--- config.mk ---
export PLATFORM = sky130hd
export DESIGN_NAME = mem_access_stage
export DESIGN_NICKNAME = d
export VERILOG_FILES = /design/src/rtl/mem_stage_pkg.sv /design/src/rtl/mem_access_stage.sv
export SDC_FILE = /design/constraint.sdc
export NUM_CORES = 1
export LEC_CHECK = 0
export ABC_AREA = 1
export CORE_AREA = 3 3 160 162
export DETAILED_ROUTE_END_ITERATION = 10
export DIE_AREA = 0 0 163 165
export GPL_TIMING_DRIVEN = 0
export PLACE_DENSITY_LB_ADDON = 0.15
export REMOVE_ABC_BUFFERS = 1
export SYNTH_ARGS = -nofsm -noshare
export SYNTH_HDL_FRONTEND = slang
export SYNTH_SLANG_ARGS = --single-unit
--- constraint.sdc ---
create_clock -name clk -period 1.7 [get_ports clk]
set_input_delay 0.255 -clock clk [delete_from_list [all_inputs] [get_ports clk]]
set_output_delay 0.255 -clock clk [all_outputs]
set_load 0.005 [all_outputs]
--- src/rtl/mem_stage_pkg.sv ---
// Shared types and default widths for the memory-access pipeline stage.
package mem_stage_pkg;

    localparam int unsigned DATA_W_DEF = 32;
    localparam int unsigned REG_W_DEF  = 5;

    typedef enum logic [1:0] {
        IDLE = 2'd0,
        REQ  = 2'd1,
        WAIT = 2'd2
    } state_t;

endpackage

--- src/rtl/mem_access_stage.sv ---
// MEM pipeline stage: issues data-memory accesses, stalls upstream while an
// access is outstanding, and drives the MEM/WB register to the writeback mux.
module mem_access_stage
    import mem_stage_pkg::*;
#(
    parameter int unsigned DATA_W = DATA_W_DEF,
    parameter int unsigned REG_W  = REG_W_DEF
) (
    input  logic              clk,
    input  logic              rst,
    input  logic              ex_valid,
    input  logic [DATA_W-1:0] ex_aluResult,
    input  logic [DATA_W-1:0] ex_writeData,
    input  logic              ex_memRead,
    input  logic              ex_memWrite,
    input  logic              ex_memtoreg,
    input  logic              ex_regWrite,
    input  logic [REG_W-1:0]  ex_writeReg,
    output logic              stall,
    output logic              dmem_req,
    output logic              dmem_we,
    output logic [DATA_W-1:0] dmem_addr,
    output logic [DATA_W-1:0] dmem_wdata,
    input  logic              dmem_ready,
    input  logic              dmem_rvalid,
    input  logic [DATA_W-1:0] dmem_rdata,
    output logic              wb_valid,
    output logic              wb_memtoreg,
    output logic              wb_regWrite,
    output logic [DATA_W-1:0] wb_rd,
    output logic [DATA_W-1:0] wb_address,
    output logic [REG_W-1:0]  wb_writeReg,
    output logic              misalign
);

    state_t state_q, state_d;

    // Instruction held while the memory access is in flight
    logic [DATA_W-1:0] lat_addr;
    logic [DATA_W-1:0] lat_wdata;
    logic              lat_we;
    logic              lat_memtoreg;
    logic              lat_regWrite;
    logic [REG_W-1:0]  lat_writeReg;

    logic ex_memop;
    logic ex_aligned;
    logic alu_done;
    logic mis_done;
    logic lat_en;
    logic mem_done;

    assign ex_memop   = ex_memRead | ex_memWrite;
    assign ex_aligned = (ex_aluResult[1:0] == 2'b00);

    always_ff @(posedge clk) begin
        if (rst) begin
            state_q <= IDLE;
        end else begin
            state_q <= state_d;
        end
    end

    always_comb begin
        state_d  = state_q;
        stall    = 1'b0;
        alu_done = 1'b0;
        mis_done = 1'b0;
        lat_en   = 1'b0;
        mem_done = 1'b0;
        case (state_q)
            IDLE: begin
                if (ex_valid) begin
                    if (!ex_memop) begin
                        alu_done = 1'b1;
                    end else if (!ex_aligned) begin
                        mis_done = 1'b1;
                    end else begin
                        lat_en  = 1'b1;
                        stall   = 1'b1;
                        state_d = REQ;
                    end
                end
            end
            REQ: begin
                if (dmem_ready && lat_we) begin
                    mem_done = 1'b1;
                    state_d  = IDLE;
                end else if (dmem_ready) begin
                    stall   = 1'b1;
                    state_d = WAIT;
                end else begin
                    stall = 1'b1;
                end
            end
            WAIT: begin
                if (dmem_rvalid) begin
                    mem_done = 1'b1;
                    state_d  = IDLE;
                end else begin
                    stall = 1'b1;
                end
            end
            default: state_d = IDLE;
        endcase
    end

    assign dmem_req   = (state_q == REQ);
    assign dmem_we    = dmem_req & lat_we;
    assign dmem_addr  = lat_addr;
    assign dmem_wdata = lat_wdata;

    // A load with the write bit also set is performed as a load
    always_ff @(posedge clk) begin
        if (rst) begin
            lat_addr     <= '0;
            lat_wdata    <= '0;
            lat_we       <= 1'b0;
            lat_memtoreg <= 1'b0;
            lat_regWrite <= 1'b0;
            lat_writeReg <= '0;
        end else if (lat_en) begin
            lat_addr     <= ex_aluResult;
            lat_wdata    <= ex_writeData;
            lat_we       <= ex_memWrite & ~ex_memRead;
            lat_memtoreg <= ex_memtoreg;
            lat_regWrite <= ex_regWrite;
            lat_writeReg <= ex_writeReg;
        end
    end

    // MEM/WB register: valid and regWrite pulse, payload holds between completions
    always_ff @(posedge clk) begin
        if (rst) begin
            wb_valid    <= 1'b0;
            wb_memtoreg <= 1'b0;
            wb_regWrite <= 1'b0;
            wb_rd       <= '0;
            wb_address  <= '0;
            wb_writeReg <= '0;
            misalign    <= 1'b0;
        end else begin
            wb_valid    <= 1'b0;
            wb_regWrite <= 1'b0;
            misalign    <= 1'b0;
            if (alu_done || mis_done) begin
                wb_valid    <= 1'b1;
                wb_address  <= ex_aluResult;
                wb_memtoreg <= ex_memtoreg;
                wb_writeReg <= ex_writeReg;
                wb_regWrite <= ex_regWrite & ~mis_done;
                misalign    <= mis_done;
            end
            if (mem_done) begin
                wb_valid    <= 1'b1;
                wb_address  <= lat_addr;
                wb_memtoreg <= lat_memtoreg;
                wb_writeReg <= lat_writeReg;
                wb_regWrite <= lat_regWrite;
                if (state_q == WAIT) begin
                    wb_rd <= dmem_rdata;
                end
            end
        end
    end

endmodule
Word-level counts from Yosys, hierarchy flattened
Cells that the tools add are included.
{"block": "classes", "n_eq_ne": 7, "n_mux": 34, "bitwise": 7, "n_reduce_logical": 8}
{"op": "$mux 32", "count": 2}
{"op": "$mux 1", "count": 21}
{"op": "$mux 2", "count": 6}
{"op": "$mux 5", "count": 2}
{"op": "$ne 2x2->1 const B", "count": 4}
{"op": "$pmux 2 s3", "count": 1}
{"op": "$reduce_and 5->1", "count": 1}
{"op": "$logic_not 2->1", "count": 2}
{"op": "$and 1x1->1", "count": 3}
{"op": "$ne 3x1->1 const B", "count": 1}
{"op": "$not 1->1", "count": 3}
{"op": "$pmux 1 s3", "count": 1}
{"op": "$eq 2x1->1 const B", "count": 1}
{"op": "$eq 2x2->1 const B", "count": 1}
{"op": "$pmux 1 s2", "count": 1}
{"op": "$reduce_and 2->1", "count": 1}
{"op": "$reduce_bool 2->1", "count": 1}
{"op": "$reduce_or 2->1", "count": 1}
{"op": "$logic_and 1x1->1", "count": 1}
{"op": "$logic_or 1x1->1", "count": 1}
{"op": "$or 1x1->1", "count": 1}
{"block": "totals", "regBits": 147, "input_bits": 110, "out_inout_bits": 140, "elab_cells": 70}

Depth between registers and ports, before layout
Gate-level depths: netlist of the first run.
{"block": "logic_depth", "word_depth": 9, "depth_mapped": 10, "depth_no_buf": 9}

Least setup slack after synthesis of the first run
Ideal clock, no wire load.
{"block": "synth_timing", "path_kind": "register -> output", "start": "register state_q[0]", "end": "output port stall", "arrival_time_ps": 1411, "t_required_ps": 1445, "path_slack_ps": 34, "path_stages_with_launch": 9, "n_path_buf": 2, "path_cell_list": "dfxtp_1 -> inv_1 -> ha_1 -> nand2_1 -> inv_2 -> nand3_4 -> buf_2 -> buf_2 -> a31oi_1"}
{"block": "synth_between", "elab_chain_len": 2, "elab_cells_between_ends": 4, "classes_between": "2 x eq/ne; 1 x mux; 1 x reduce/logical"}
{"element": "start, declared", "line": "mem_access_stage.sv:36", "rtl": "state_t state_q, state_d;"}
{"element": "start signal, assigned", "line": "mem_access_stage.sv:60", "rtl": "state_q <= state_d;"}
{"element": "$eq 2x2->1 (tied with other cells)", "line": "mem_access_stage.sv:71", "rtl": "case (state_q)"}
{"element": "$pmux 1 s3 (*)", "line": "mem_access_stage.sv:71"}
{"element": "end, declared", "line": "mem_access_stage.sv:19", "rtl": "output logic stall,"}
Every way passes the cells marked *; elsewhere a longest branch is shown, timed or not.

Worst setup path in the final report of the first run
Ends and elaborated chain as after synthesis.

==> results of run 1 <==
-- power groups by stage --
| stage | registers [mW] | logic [mW] | clock network, mW |
|---|---|---|---|
| 2_1_floorplan | 4.09 | 1.52 | 0 |
| 3_3_place_gp | 4.05 | 3.01 | 0 |
| 3_5_place_dp | 4.07 | 3.55 | 0 |
| 4_1_cts | 4.03 | 5.09 | 3.97 |
| 5_1_grt | 4.07 | 5.66 | 4.12 |
| 6_report | 4.03 | 5.28 | 3.85 |
-- logic make-up (layout without fill, tap and decap cells) --
family / count (synthesis) / in the layout / synth area share, %
and+or+nand+nor: 351 / 365 / 26.3
adders and majority gates: 4 / 4 / 0.828
AOI/OAI and AO/OA: 184 / 184 / 15.3
other: 0 / 1 / 0
buffers and inverters: 125 / 373 / 8.90
DFF: 147 / 147 / 48.7
-- worst reg2reg max path: cells and delay by family (launching register included) --
family | cells | cell delay, ps
buffers and inverters | 4 | 670
AND/OR/NAND/NOR | 2 | 230
adder cells (fa/ha/maj) | 1 | 170
AO/OA/AOI/OAI | 2 | 230
flip-flops | 1 | 360
-- synthesized netlist by cell type --
cell / number / area, um2
dfxtp_1: 147 / 2940
ha_1: 4 / 50.1
buf_4: 5 / 37.5
nand4_1: 34 / 213
nand2_4: 1 / 11.3
o21ai_0: 37 / 185
buf_6: 2 / 22.5
nand3_1: 115 / 576
a31oi_1: 2 / 12.5
inv_2: 2 / 7.51
o21ai_1: 3 / 15.0
nor4_1: 1 / 6.26
buf_1: 3 / 11.3
buf_2: 28 / 140
nand3b_1: 2 / 15.0
inv_1: 52 / 195
nand2_2: 3 / 18.8
nand3_4: 1 / 17.5
a21oi_1: 142 / 711
nor2_4: 1 / 11.3
clkbuf_1: 33 / 124
nand2_1: 191 / 717
nor2_1: 2 / 7.51
-- layer usage --
layer	vias up	routed length [um]
li1	3257	-
met1	3153	12200
met2	244	12500
met3	24	2290
met4	4	312
met5	-	28
-- sequential cells by signal, summed over array words and instances (netlist names) --
name / cells
dmem_addr: 32
dmem_wdata: 32
wb_address: 32
wb_rd: 32
lat_writeReg: 5
wb_writeReg: 5
state_q: 2
lat_memtoreg: 1
lat_regWrite: 1
lat_we: 1
misalign: 1
wb_memtoreg: 1
wb_regWrite: 1
wb_valid: 1
-- layout make-up --
class,instances,area [um2],area share [%]
Antenna cell,1,2.50,0.0247
Clock buffer,18,439,4.33
Clock inverter,13,151,1.49
Inverter,54,231,2.28
Multi-Input combinational cell,553,2960,29.2
Sequential cell,147,2950,29.1
Tap cell,324,405,4.00
Timing Repair Buffer,286,2980,29.4
Timing Repair inverter,2,17.5,0.173
-- cell usage in the layout, fill, tap and decap left out, drive strengths merged --
cell type,count
nand3,124
nand4,34
bufbuf,2
ha,4
nor2,3
clkbuf,20
clkinv,3
a21oi,142
dlygate4sd2,1
nand2,201
a31oi,2
o21ai,40
nor4,1
bufinv,2
nand3b,2
clkdlybuf4s50,245
diode,1
inv,60
clkinvlp,4
buf,36
dfxtp,147
-- metrics by stage --
| step | power [mW] | area, um2 |
|---|---|---|
| finish | 13.2 | 10100 |
| floorplan | 5.61 | 5710 |
| global route | 13.8 | 10100 |
| CTS | 13.1 | 10000 |
| detailed placement | 7.62 | 8700 |
| global placement | 7.05 | 8610 |
-- how the worst min path moves through the flow --
stage / startpoint / end / slack (ps) / depth (start not counted)
finish: rst / wb_address[4]$_SDFFE_PP0P_ / 370 / 2
global route: ex_writeData[5] / dmem_wdata[5]$_SDFFE_PP0P_ / 370 / 3
CTS: ex_writeData[26] / dmem_wdata[26]$_SDFFE_PP0P_ / 360 / 3
detailed placement: lat_writeReg[3]$_SDFFE_PP0P_ / lat_writeReg[3]$_SDFFE_PP0P_ / 450 / 2
global placement: lat_writeReg[0]$_SDFFE_PP0P_ / lat_writeReg[0]$_SDFFE_PP0P_ / 440 / 2
floorplan: rst / dmem_wdata[0]$_SDFFE_PP0P_ / 320 / 1
-- timing repair --
| action | in CTS | in global routing |
|---|---|---|
| setup endpoints to repair | 149 | 102 |
| hold buffers | 0 | 0 |
| buffers inserted | 22 | 8 |
| gates cloned | 18 | 2 |
| gates resized for setup | 52 | 9 |
| pin swaps | 11 | 7 |
==> impl_metrics.csv, run 1 <==
group,metric,value,unit
sta,period_minus_slack,1810,ps
sta,max-slew-margin-rel,45.4,%
cells_and_area,final_util,41.8,%
setup_path,startpoint,"state_q[0]$_SDFFE_PP0P_",
cells_and_area,nets,1175,
global_routing,met2_usage,32.7,%
setup_path,r2r_end,"dmem_addr[22]$_SDFFE_PP0P_",
floorplanning,die_w,163,um
global_routing,grt_pass1_wl,41000,um
worst_hold_path,hold_path.class,"input port to flip-flop",
sta,holdWs,373,ps
sta,final-setup-viol-count,24,
cells_and_area,drive_gt1_share,10.2,%
setup_path,worstReg2RegStart,"state_q[0]$_SDFFE_PP0P_",
setup_path,path_delay_family,"flip-flops",
synth,yosysWarnings,0,
global_routing,grtUsageMet1,25.6,%
routing,drc,0,
setup_path,path_cells,"inv_4 > ha_4 > nand2_8 > inv_16 > nand3_4 > a31oi_4 > buf_6",
setup_path,rrSetupSlack,-50,ps
routing,vias,6682,
global_routing,top_usage_layer,"met2",
clock_network,path_clk_slew,60,ps
clock_network,root_buffer,"clkbuf_16",
floorplanning,fp.coreArea,24200,um2
setup_path,slowest_delay,360,ps
routing,dr.pass1.iters,4,
setup_path,end_kind,"primary output",
routing,vias_per_cell,4.78,
setup_path,reg2regPathDepth,9,
clock_network,cts_buffers,17,
synth,synth-seq-cells,147,
cells_and_area,syn2layout_area_growth,67.7,%
flow_run,drv_cap,0,
sta,worstMarginPinSlew,818,ps
clock_network,clkLatencyLatePin,420,ps
power,p_leak,3.65,nW
global_routing,grt_antenna_before_repair,2,
floorplanning,dieArea,26900,um2
run_status,outcome,"finished with violations",
placement,post-dp-hpwl,13200,um
power,p_int,8.34,mW
setup_path,endpoint,"stall",
setup_path,crit_buf_inv,3,
power,p_sw,4.82,mW
synth,syn_area,6050,um2
clock_network,clkSinkCount,147,
clock_network,cts_tree,"yes",
cells_and_area,layout.cells.non_filler,1398,
routing,routed_wirelength,27400,um
global_routing,grt_pass1_vias,6622,
synth,yosysSeqAreaShare,48.7,%
synth,synthDistinctLibCells,23,
setup_path,crit_cells,7,
setup_path,worst_path_max_delay_cell,"dfxtp_2",
placement,port_buffers,249,
sta,rsz0062_at_grt,"true",
sta,fmax,553,MHz
setup_path,path_class,"flip-flop to primary output",
floorplanning,ios,250,
setup_path,worstPathMaxFanout,3,
setup_path,cp-start-kind,"flip-flop",
sta,drv_slew,0,
floorplanning,row_count,57,
global_routing,grt_max_degree,56,
sta,tns,-704,ps
power,ir_drop,820,uV
run_status,violations,"negative setup slack",
global_routing,grt_overflow,0,
floorplanning,initial_core_util,24.9,%
sta,fin_skew,6.30,ps
sta,layout_setup_ws,-108,ps
global_routing,grtUsageMet3,7.02,%
placement,dp_cells,1316,
placement,detailedPlace.worstSlack,-2570,ps
routing,wire_per_inst,19.6,um
floorplanning,die_y,165,um
clock_network,clockBufferDepth,2,
power,p_clk_share,29.3,%
power,combPwrFrac,40.1,%
synth,syn_inst,811,
power,p_per_area,1300,nW/um2
synth,avgSynthCellArea,7.46,um2
setup_path,worstPathRequired,1440,ps
cells_and_area,fillers,2503,
routing,ant_nets,0,
setup_path,cp.arrival,1550,ps
sta,period_share,106,%
placement,place_congestion,0.707,
power,sw_frac_of_total,36.6,%
sta,hold_violations,0,
power,pwr-share-seq,30.6,%
clock_network,htreeDepth,4,
global_routing,grtUsageTotal,20.2,%
routing,drt_iter0_drc,431,
Note: power is estimated with default switching activity, not from simulation.
==> run 2: changes to the inputs <==
Settings changed: CORE_AREA 3 3 160 162 to 3 3 119 121, DIE_AREA 0 0 163 165 to 0 0 122 124.
Clock period 1.7 ns to 2.1 ns, I/O delays scaled along.
==> run 2 against run 1 <==
  * Combinational power fell by 33%
  * Critical path depth did not move
  * Die area fell by 44%
  * Global-route usage rose by 7.8 points
  * The run now ends clean
  * Sequential power fell by 19%
  * Largest cell class is now registers
  * Largest power group unchanged
  * Critical path type unchanged
==> impl_metrics.csv, run 2 (synthesis gave the netlist of run 1 again) <==
group,metric,value,unit
run_status,outcome,"completed",
sta,fin_skew,5.96,ps
setup_path,worstReg2RegStart,"state_q[1]$_SDFFE_PP0P_",
clock_network,cts-hold-fix-buffers,0,
sta,hold_violations,0,
placement,port_buffers,249,
clock_network,path_clk_slew,60,ps
clock_network,cts_buffers,17,
routing,wire_per_inst,18.0,um
worst_hold_path,worstHoldStart,"rst",
power,p_int,6.86,mW
cells_and_area,final_util,73.0,%
placement,post-dp-hpwl,11700,um
cells_and_area,syn2layout_area_growth,59.2,%
sta,drv_slew,0,
cells_and_area,final_area,9630,um2
global_routing,grt_pass1_vias,6180,
sta,holdWs,359,ps
floorplanning,die_y,124,um
routing,ant_nets,0,
sta,fmax,489,MHz
global_routing,grtUsageTotal,27.9,%
clock_network,cts_tree,"yes",
worst_hold_path,hold_path.class,"input port to flip-flop",
power,p_total,10.2,mW
setup_path,cp.arrival,1730,ps
floorplanning,row_count,42,
sta,final-setup-viol-count,0,
setup_path,worst_path_max_delay_cell,"dfxtp_1",
worst_hold_path,hold_path_depth,2,
clock_network,root_buffer,"clkbuf_16",
cells_and_area,diodes,0,
clock_network,clkLatencyLatePin,420,ps
clock_network,clockBufferDepth,2,
clock_network,htreeDepth,4,
power,p_per_area,1060,nW/um2
sta,period_minus_slack,2040,ps
setup_path,path_class,"flip-flop to primary output",
global_routing,grt_overflow,0,
sta,max-slew-margin-rel,50.8,%
setup_path,rrSetupSlack,190,ps
routing,vias,6609,
floorplanning,dieArea,15100,um2
setup_path,r2r_end,"wb_address[27]$_SDFFE_PP0P_",
floorplanning,die_w,122,um
cells_and_area,drive_gt1_share,7.74,%
floorplanning,initial_core_util,45.8,%
setup_path,slowest_delay,360,ps
power,combPwrFrac,34.7,%
placement,place_congestion,0.764,
worst_hold_path,holdPathEnd,"wb_rd[31]$_SDFFE_PP0P_",
setup_path,worstPathRequired,1780,ps
cells_and_area,final_cell_mix,"247 x clkdlybuf4s50_1, 188 x nand2_1, 146 x dfxtp_1",
sta,worstMarginPinSlew,737,ps
power,sw_frac_of_total,32.9,%
clock_network,clkSinkCount,147,
routing,drt_iter0_drc,670,
cells_and_area,layout_commonest_cell,"clkdlybuf4s50_1",
power,p_leak,3.55,nW
routing,drc,0,
placement,detailedPlace.worstSlack,-1900,ps
power,ir_drop,599,uV
floorplanning,ios,250,
cells_and_area,fillers,1046,
placement,placed_cell_area,8510,um2
power,p_sw,3.36,mW
global_routing,grt_max_degree,64,
global_routing,grt_pass1_wl,32800,um
setup_path,path_cells,"inv_2 > ha_4 > nand2_8 > inv_16 > nand3_4 > a31oi_4 > buf_2",
flow_run,drv_cap,0,
routing,routed_wirelength,22000,um
routing,vias_per_cell,5.40,
cells_and_area,nets,1149,
setup_path,worstPathMaxFanout,5,
routing,dr.pass1.iters,7,
setup_path,reg2regPathDepth,10,
sta,layout_setup_ws,56.8,ps
setup_path,end_kind,"primary output",
floorplanning,fp.coreArea,13200,um2
sta,period_share,97.3,%
global_routing,grt_antenna_before_repair,0,
power,p_clk_share,33.5,%
power,pwr-share-seq,31.8,%
setup_path,cp-start-kind,"flip-flop",
run 2: cell count changes in the layout (fill, tap and decap cells not counted), sizes merged:
cell           before  now
bufbuf              2    1
nand3             124  121
buf                36   19
clkdlybuf4s50     245  247
nand2             201  197
inv                60   55
diode               1    0
clkinvlp            4    3
bufinv              2    5
clkinv              3    1
dlygate4sd2         1    0
clkbuf             20   23
run 2: what timing repair did:
| item | in CTS | in global routing |
|---|---|---|
| cloned | 9 | 1 |
| resized for setup | 31 | 10 |
| buffers inserted | 8 | 6 |
| endpoints found under the setup margin | 148 | 96 |
| pin swaps | 5 | 2 |
run 2: through the flow:
step           TNS [ps]  instances
6_report              0       1223
4_1_cts               0       1216
3_5_place_dp    -233080       1168
5_1_grt           -3.23       1223
2_1_floorplan    -99430        740
3_3_place_gp    -435590       1165
run 2: final cells by class:
type / instances / area [um2] / area share, %
clock buffer: 23 / 508 / 5.28
multi-input combinational: 546 / 2800 / 29.1
sequential: 147 / 2940 / 30.6
timing repair inverter: 2 / 17.5 / 0.182
inverter: 54 / 225 / 2.34
timing repair buffer: 267 / 2740 / 28.5
tap: 176 / 220 / 2.29
clock inverter: 8 / 170 / 1.77
run 2: metal layers:
layer  up-vias  GRT usage [%]  wire length (um)
met2       300           46.6             10400
met1      3074           32.9              8850
met4         0           11.0               618
met5         -              0                 0
li1       3189              -                 -
met3        46           10.2              2120
run 2: how the worst max path moves through the flow:
stage	from	end	slack (ps)	depth (start not counted)
finish	state_q[1]$_SDFFE_PP0P_	stall	60	7
global route	state_q[1]$_SDFFE_PP0P_	stall	-3	7
CTS	state_q[1]$_SDFFE_PP0P_	dmem_we	7	5
detailed placement	state_q[0]$_SDFFE_PP0P_	wb_rd[14]$_SDFFE_PP0P_	-1900	8
global placement	rst	wb_regWrite$_SDFF_PP0_	-4320	4
floorplan	state_q[0]$_SDFFE_PP0P_	wb_regWrite$_SDFF_PP0_	-1180	7
run 2: worst max-delay path, delay by kind of cell, from the launching register on:
kind,cells,cell delay [ps]
buffers and inverters,3,360
adder cells (fa/ha/maj),1,180
AO/OA/AOI/OAI,1,200
AND/OR/NAND/NOR,2,210
flip-flops,1,360
run 2: power groups by stage:
| stage | Sequential [mW] | Combinational, mW | Clock, mW |
|---|---|---|---|
| 6_report | 3.25 | 3.54 | 3.42 |
| 5_1_grt | 3.28 | 3.77 | 3.59 |
| 4_1_cts | 3.24 | 3.25 | 3.46 |
| 3_5_place_dp | 3.29 | 2.67 | 0 |
| 3_3_place_gp | 3.28 | 2.40 | 0 |
| 2_1_floorplan | 3.31 | 1.24 | 0 |
